--- src/rtl/pipe_div_recover_pkg.sv ---
// Shared types and constants for the pipe_div_recover restoring divider.
// The divider recovers x3 = f / d from a captured arithmetic-pipe result.
package pipe_div_recover_pkg;

  typedef enum logic [1:0] {
    IDLE = 2'd0,
    CALC = 2'd1,
    DONE = 2'd2
  } state_t;

  localparam int N_W   = 10;
  localparam int CNT_W = $clog2(N_W + 1);

endpackage

--- src/rtl/pipe_div_recover_step.sv ---
// One combinational restoring-division step: shift {rem,quo} left by one,
// then subtract the divisor when it fits, setting the new quotient LSB.
module pipe_div_recover_step #(
  parameter int n = 10
) (
  input  logic [n:0]   rem,
  input  logic [n-1:0] quo,
  input  logic [n-1:0] divisor,
  output logic [n:0]   rem_nxt,
  output logic [n-1:0] quo_nxt
);

  logic [n+1:0] sh;
  logic [n:0]   diff;
  logic         ge;

  // Widened by one bit so the compare never overflows for divisor = 2^n-1.
  assign sh      = {rem, quo[n-1]};
  assign ge      = sh >= {2'b00, divisor};
  assign diff    = sh[n:0] - {1'b0, divisor};
  assign rem_nxt = ge ? diff : sh[n:0];
  assign quo_nxt = {quo[n-2:0], ge};

endmodule

--- src/rtl/pipe_div_recover.sv ---
// Iterative unsigned restoring divider, q = f / d and r = f % d, one bit per
// clock, with valid/ready handshakes on both sides and one operation in flight.
module pipe_div_recover
  import pipe_div_recover_pkg::*;
#(
  parameter int n = N_W
) (
  input  logic         clk,
  input  logic         rst_n,
  input  logic         in_valid,
  output logic         in_ready,
  input  logic [n-1:0] f,
  input  logic [n-1:0] d,
  output logic         out_valid,
  input  logic         out_ready,
  output logic [n-1:0] q,
  output logic [n-1:0] r,
  output logic         div_zero
);

  // Handshake: a transfer happens on a rising edge where valid && ready;
  // the producer holds its data stable while valid is high and ready is low.
  localparam int CW = $clog2(n + 1);
  localparam logic [CW-1:0] LAST = CW'(n - 1);

  state_t        state;
  state_t        state_nxt;
  logic [n:0]    rem;
  logic [n-1:0]  quo;
  logic [n-1:0]  divisor;
  logic [CW-1:0] count;
  logic [n:0]    rem_nxt;
  logic [n-1:0]  quo_nxt;
  logic          accept;

  assign in_ready  = (state == IDLE);
  assign out_valid = (state == DONE);
  assign accept    = in_valid && in_ready;

  pipe_div_recover_step #(.n(n)) u_step (
    .rem     (rem),
    .quo     (quo),
    .divisor (divisor),
    .rem_nxt (rem_nxt),
    .quo_nxt (quo_nxt)
  );

  always_ff @(posedge clk or negedge rst_n) begin
    if (!rst_n) begin
      state <= IDLE;
    end else begin
      state <= state_nxt;
    end
  end

  always_comb begin
    state_nxt = state;
    case (state)
      IDLE: if (accept) state_nxt = (d == '0) ? DONE : CALC;
      CALC: if (count == LAST) state_nxt = DONE;
      DONE: if (out_ready) state_nxt = IDLE;
      default: state_nxt = IDLE;
    endcase
  end

  always_ff @(posedge clk or negedge rst_n) begin
    if (!rst_n) begin
      rem      <= '0;
      quo      <= '0;
      divisor  <= '0;
      count    <= '0;
      q        <= '0;
      r        <= '0;
      div_zero <= 1'b0;
    end else begin
      case (state)
        IDLE: begin
          if (accept) begin
            divisor <= d;
            quo     <= f;
            rem     <= '0;
            count   <= '0;
            // Divide-by-zero skips the iteration and reports an all-ones quotient.
            if (d == '0) begin
              q        <= '1;
              r        <= f;
              div_zero <= 1'b1;
            end
          end
        end
        CALC: begin
          rem   <= rem_nxt;
          quo   <= quo_nxt;
          count <= count + 1'b1;
          if (count == LAST) begin
            q        <= quo_nxt;
            r        <= rem_nxt[n-1:0];
            div_zero <= 1'b0;
          end
        end
        default: ;
      endcase
    end
  end

endmodule

--- config.mk ---
export PLATFORM = sky130hd
export DESIGN_NAME = pipe_div_recover
export DESIGN_NICKNAME = d
export VERILOG_FILES = /design/src/rtl/pipe_div_recover_pkg.sv /design/src/rtl/pipe_div_recover_step.sv /design/src/rtl/pipe_div_recover.sv
export SDC_FILE = /design/constraint.sdc
export NUM_CORES = 1
export LEC_CHECK = 0
export BUFFER_PORTS_ARGS = -buffer_cell sky130_fd_sc_hd__buf_2
export CAP_MARGIN = 20
export CORE_MARGIN = 3
export CORE_UTILIZATION = 44
export DETAILED_ROUTE_END_ITERATION = 12
export GPL_TIMING_DRIVEN = 0
export HOLD_SLACK_MARGIN = 0.12
export REMOVE_ABC_BUFFERS = 1
export SLEW_MARGIN = 20
export SYNTH_ARGS = -nofsm -noshare
export SYNTH_HDL_FRONTEND = slang
export SYNTH_SLANG_ARGS = --single-unit
--- constraint.sdc ---
create_clock -name clk -period 2.9 [get_ports clk]
set_input_delay 0.58 -clock clk [delete_from_list [all_inputs] [get_ports clk]]
set_output_delay 0.58 -clock clk [all_outputs]
set_load 0.02 [all_outputs]
# Word-level counts from Yosys, hierarchy flattened
# Cells that the tools add are included.
[totals]
wordCells = 50
in_bits = 24
output_inout_bits = 23
regBits = 58
[op_classes]
n_mux = 24
reduce_logical = 8
n_addsub = 2
order_cmp = 1
eq_ne = 7
[op_table]
columns = ["cell", "n"]
rows = [
  ["$mux 10", 7],
  ["$pmux 10 s2", 3],
  ["$mux 11", 2],
  ["$pmux 11 s2", 1],
  ["$ge 12x10->1", 1],
  ["$sub 11x10->11", 1],
  ["$logic_not 10->1", 1],
  ["$mux 2", 4],
  ["$pmux 4 s2", 1],
  ["$ne 2x1->1 const B", 3],
  ["$pmux 2 s3", 1],
  ["$add 4x1->4 const B", 1],
  ["$eq 4x4->1 const B", 1],
  ["$mux 4", 1],
  ["$reduce_and 2->1", 2],
  ["$reduce_and 4->1", 1],
  ["$mux 1", 3],
  ["$reduce_and 3->1", 1],
  ["$eq 2x1->1 const B", 1],
  ["$eq 2x2->1 const B", 1],
  ["$logic_not 2->1", 1],
  ["$ne 2x2->1 const B", 1],
  ["$pmux 1 s2", 1],
  ["$reduce_bool 2->1", 1],
  ["$logic_and 1x1->1", 1],
]

# Longest topological paths before layout
[logic_depth]
ltp_word = 4
depth_mapped = 11
depth_no_buf = 9

# By module
# From an unflattened synthesis, not the netlist that was laid out.
[unflattened]
hier_cells = 367
hier_area_um2 = 3393.3
[by_module_without_submodules]
columns = ["mod", "seq_area_each_um2", "cells_per_inst", "instances", "area_each_um2"]
rows = [
  ["pipe_div_recover", 1451.4, 249, 1, 2547.4],
  ["pipe_div_recover_step", 0.0, 118, 1, 845.8],
]

# Worst setup path before layout
# OpenSTA, ideal clock, no wires.
[synth_timing]
kind = "reg-to-reg"
from = "register quo[9]"
to = "register r[1]"
arrival_time_ps = 2262
setup_time_ps = 138
slack_ps = 500
t_required_ps = 2762
path_stages_with_launch = 12
cell_sequence = "dfrtp_1 -> inv_1 -> ha_1 -> fa_1 -> nand2b_1 -> a21oi_2 -> o2111ai_1 -> and2_1 -> buf_6 -> buf_12 -> a21oi_2 -> o221ai_1"
[synth_between]
elab_chain_len = 4
elab_cells_between_ends = 5
[synth_rtl]
columns = ["item", "line_no", "text"]
rows = [
  ["start, declared", "pipe_div_recover.sv:29", "logic [n-1:0] quo;"],
  ["start signal, assigned", "pipe_div_recover.sv:93", "quo <= quo_nxt;"],
  ["$sub 11x10->11 or $ge 12x10->1 (tied branches)", "pipe_div_recover_step.sv:20, pipe_div_recover_step.sv:19", ""],
  ["$mux 11 (*)", "pipe_div_recover_step.sv:21", "assign rem_nxt = ge ? diff : sh[n:0];"],
  ["$mux 10 (*)", "pipe_div_recover.sv:95", "if (count == LAST) begin"],
  ["$pmux 10 s2 (*)", "pipe_div_recover.sv:76", "case (state)"],
  ["end signal, assigned", "pipe_div_recover.sv:97", "r <= rem_nxt[n-1:0];"],
  ["end, declared", "pipe_div_recover.sv:17", "output logic [n-1:0] r,"],
]
# Mark *: on every way between the ends. The rest lies on a longest branch, timed or not. The select of a mux whose other input is x is not followed.
# A chain may end at the register's enable or synchronous reset.

# Worst setup path after layout
[layout_timing]
from = "register quo[9]"
to = "register r[4]"
# Same word-level chain as after synthesis.

==> impl_summary.md <==
Status
The run finished with clean final reports.

Power and ir drop
In this run the power density over the cells is ~1400 mW/mm^2. VDD sags by at most around 0.97 mV. The design draws just over 5 mW.

The static leakage power is ~1.7 nW.

Die
The die is approximately 90 microns wide. For this design the top-level I/O count stands at 47. The count of standard-cell rows is 30. The effective utilization at floorplan is 0.4566. The die outline area is 0.008135 sq mm. The total area inside the core boundary comes to just under 0.007 sq mm. The die is between 90 and 100 microns tall.

Clock network
The number of buffers added by the clock tree synthesis step is 9. The number of buffers inserted to repair setup after CTS is 0. The clock reaches the later pin of the worst-skew pair after 0.35 ns.

The sink count of the clock tree is 58. The clock tree synthesis step divided the H-tree into 3 levels. The clock-pin transition on the worst setup and hold timing paths is approximately 0.070 ns. TritonCTS built the clock tree. The longest clock path from root to sink contains 2 buffers. The number of hold buffers added after CTS was 0. CTS placed an instance of sky130_fd_sc_hd__clkbuf_8 at the clock tree root.

Global routing
The final global-route overflow total is 0. The total routing usage reported by global routing is 0.1830. The number of antenna violations at the first check in global routing was 0. The via count of the first global-routing pass is 2487. The maximum number of pins on one net before global-route repair is 59. The global-route wire length before repair is around 12000 microns.

Worst setup path
The worst register-to-register path has a setup slack of 0.21 ns. The worst endpoint data arrival time is between 2 and 3 ns. Counting cells, the worst reg-to-reg path comes to 9. The worst setup path is of the reg -> reg kind. Along the worst path, the maximum fanout reaches 15. The startpoint identified for the worst register-to-register timing path is quo[9]. The startpoint kind of the worst setup timing path is a register. The worst setup path is captured at a register.

The worst register-to-register path ends at r[4]. At the worst endpoint, the required time is around 3.2 ns.

Timing
The max-slew headroom at the worst pin is 0.4918. The transition time at the pin with the least slew margin is around 0.76 ns. Hold timing on the final database bottoms out at a slack of approximately 0.29 ns.

The achievable frequency is approximately 0.37 GHz. The final max-slew violation count is 0. The hold violation count in the final report is 0. After routing, the total negative slack on setup checks comes to 0 ns. Setup repair after global routing left no endpoint under its margin. Between clock sinks in the finished design, the worst skew comes to 0.01045 ns. In the finished design, the share of the clock period the worst path needs comes to 0.9285.

The clock period could shrink to ~2.7 ns. The final setup violation count is 0.

Placed design
Buffers placed on the I/O ports in this run total 46. The detailed placer's ending HPWL is between 4000 and 5000 microns. The congestion estimate from routability-driven global placement came to around 0.84.

Logic synthesis
The most used standard cell by instance count after synthesis is sky130_fd_sc_hd__dfrtp_1. The number of flip-flops and latches in the synthesized netlist is just under 60. Ranked by instance count, the synthesized netlist is headed by sky130_fd_sc_hd__dfrtp_1, sky130_fd_sc_hd__nand2_1, sky130_fd_sc_hd__nor2_1. After synthesis, the cell types taking the most area are sky130_fd_sc_hd__dfrtp_1, sky130_fd_sc_hd__nand2_1, sky130_fd_sc_hd__nor2_1. In the synthesized netlist the async set-or-reset flop fraction comes to 1.000. The mean cell area of the mapped netlist is between 9 and 10 sq um. The area of the mapped netlist is between 0.003 and 0.004 sq mm.

In the synthesized netlist the dominant register cell turns out to be sky130_fd_sc_hd__dfrtp_1. The Yosys warning count is 0. The biggest area contributor in the post-synthesis netlist is sky130_fd_sc_hd__dfrtp_1.

The post-synthesis instance total is roughly 340. Yosys mapped a number of flops with a built-in enable equal to 0. The area share of the largest cell type after synthesis is 0.4653. For this run, the register share of the synthesized area comes to 0.4653. In this run, distinct cell masters in the synthesized netlist total 51.

Drt
The DRC violation total after the first TritonRoute iteration is 149. The number of vias per cell after detailed routing is roughly 5.2. After detailed routing, the total wire length is 7029 microns. In this run the remaining antenna-violating nets after routing total 0. The total iterations of the first detailed-routing run is 4.

The DRC violation count after routing is 0. For this block, the via count after detailed routing is roughly 2500. Dividing the detail-routed wire length by the instance count gives 14.52 microns.

Cells and area
Of the cells placed in the final design, the portion with a size suffix greater than 1 is 0.2062. The total number of nets in the final design is 420. The signed area change from the synthesized netlist to the final layout is 17.13%.

Fill cells in the final layout number between 600 and 700. The repair_antennas step left the layout with diodes totalling 0.

Job
Across the run, the number of max-cap violations was 0.

Hold path
The kind of path behind the tightest hold check is in -> async.
-- logic make-up (layout without fill, tap and decap cells) --
logic type,after synthesis,in the layout,synth area share
simple gates,118,118,0.1625
xor+xnor,7,7,0.01966
buf+inv,36,80,0.05375
compound gates,100,100,0.2058
fa+ha+maj,13,13,0.05455
flops,58,58,0.4653
mux,12,12,0.03851
-- cell usage in the layout, fill, tap and decap left out, types with 3 or more instances in the layout --
cell type and n:
sky130_fd_sc_hd__a21o_1 5, sky130_fd_sc_hd__o21a_1 3, sky130_fd_sc_hd__a21oi_1 27, sky130_fd_sc_hd__o21ai_1 9
sky130_fd_sc_hd__nand2_1 46, sky130_fd_sc_hd__mux2i_1 12, sky130_fd_sc_hd__a21oi_2 4, sky130_fd_sc_hd__clkbuf_8 10
sky130_fd_sc_hd__xnor2_1 3, sky130_fd_sc_hd__o21ai_0 29, sky130_fd_sc_hd__inv_1 17, sky130_fd_sc_hd__nand3_1 6
sky130_fd_sc_hd__nor3_1 3, sky130_fd_sc_hd__nor2_1 44, sky130_fd_sc_hd__ha_1 12, sky130_fd_sc_hd__buf_2 45
sky130_fd_sc_hd__xor2_1 4, sky130_fd_sc_hd__dfrtp_1 58, sky130_fd_sc_hd__nor2b_1 3
-- worst max-delay path by stage --
stage                  start      to  slack, ns  cells after the start
global route          quo[9]    r[4]       0.03                      9
CTS                   quo[9]    r[4]       0.09                      9
global placement    in_valid  quo[9]      -0.09                      3
finish                quo[9]    r[4]       0.21                      9
detailed placement    rem[8]  rem[8]      -0.06                      6
floorplan             quo[9]    r[6]       0.40                      9
-- per-stage QoR --
| stage | worst slack [ns] | area (sq um) | util | instances |
|---|---|---|---|---|
| CTS | 0.08696 | 3650 | 0.5342 | 484 |
| floorplan | 0.3974 | 3015 | - | 325 |
| global placement | -0.08632 | 3366 | 0.4927 | 467 |
| finish | 0.2074 | 3654 | 0.5348 | 484 |
| global route | 0.02736 | 3654 | 0.5348 | 484 |
| detailed placement | -0.05814 | 3422 | 0.5009 | 468 |
-- layer usage --
| layer | GRT usage | routed length (microns) | vias to the layer above |
|---|---|---|---|
| met4 | 0.08546 | 90 | 0 |
| met1 | 0.2418 | 3334 | 1192 |
| met5 | 0 | 0 | - |
| met3 | 0.03431 | 312 | 9 |
| met2 | 0.2912 | 3292 | 44 |
| li1 | - | - | 1278 |
-- report_power, final --
part	internal (mW)	switching (mW)
Sequential	1.21	0.262
Clock	0.508	0.349
Combinational	1.14	1.71
Total	2.86	2.32
-- repair_timing --
item,in CTS,in global routing
gates resized for setup,1,1
setup endpoints to repair,6,6
hold endpoints to repair,0,0
gates cloned,0,0
-- registers in the layout (all words and copies together), names as in the netlist --
register and flops:
divisor 10, r 10, quo 10, q 10
rem 11, state 2, count 4, div_zero 1
-- worst max-delay path, cell delays in order, from the launching register on --
cell	delay, ns
sky130_fd_sc_hd__dfrtp_1	0.43
sky130_fd_sc_hd__inv_1	0.07
sky130_fd_sc_hd__ha_1	0.22
sky130_fd_sc_hd__fa_1	0.40
sky130_fd_sc_hd__nand2b_1	0.19
sky130_fd_sc_hd__a21oi_2	0.18
sky130_fd_sc_hd__o2111ai_1	0.31
sky130_fd_sc_hd__and2_4	0.33
sky130_fd_sc_hd__o31a_1	0.34
sky130_fd_sc_hd__a21oi_1	0.15
-- layout make-up --
type,instances,area [sq um],share of cell area
Sequential cell,58,1451,0.3973
Clock buffer,10,137.6,0.03767
Multi-Input combinational cell,250,1531,0.4192
Inverter,17,63.81,0.01747
Timing Repair Buffer,47,260.3,0.07123
Clock inverter,6,88.84,0.02432
Tap cell,96,120.1,0.03288
No activity file was read; power rests on OpenSTA's default activity.
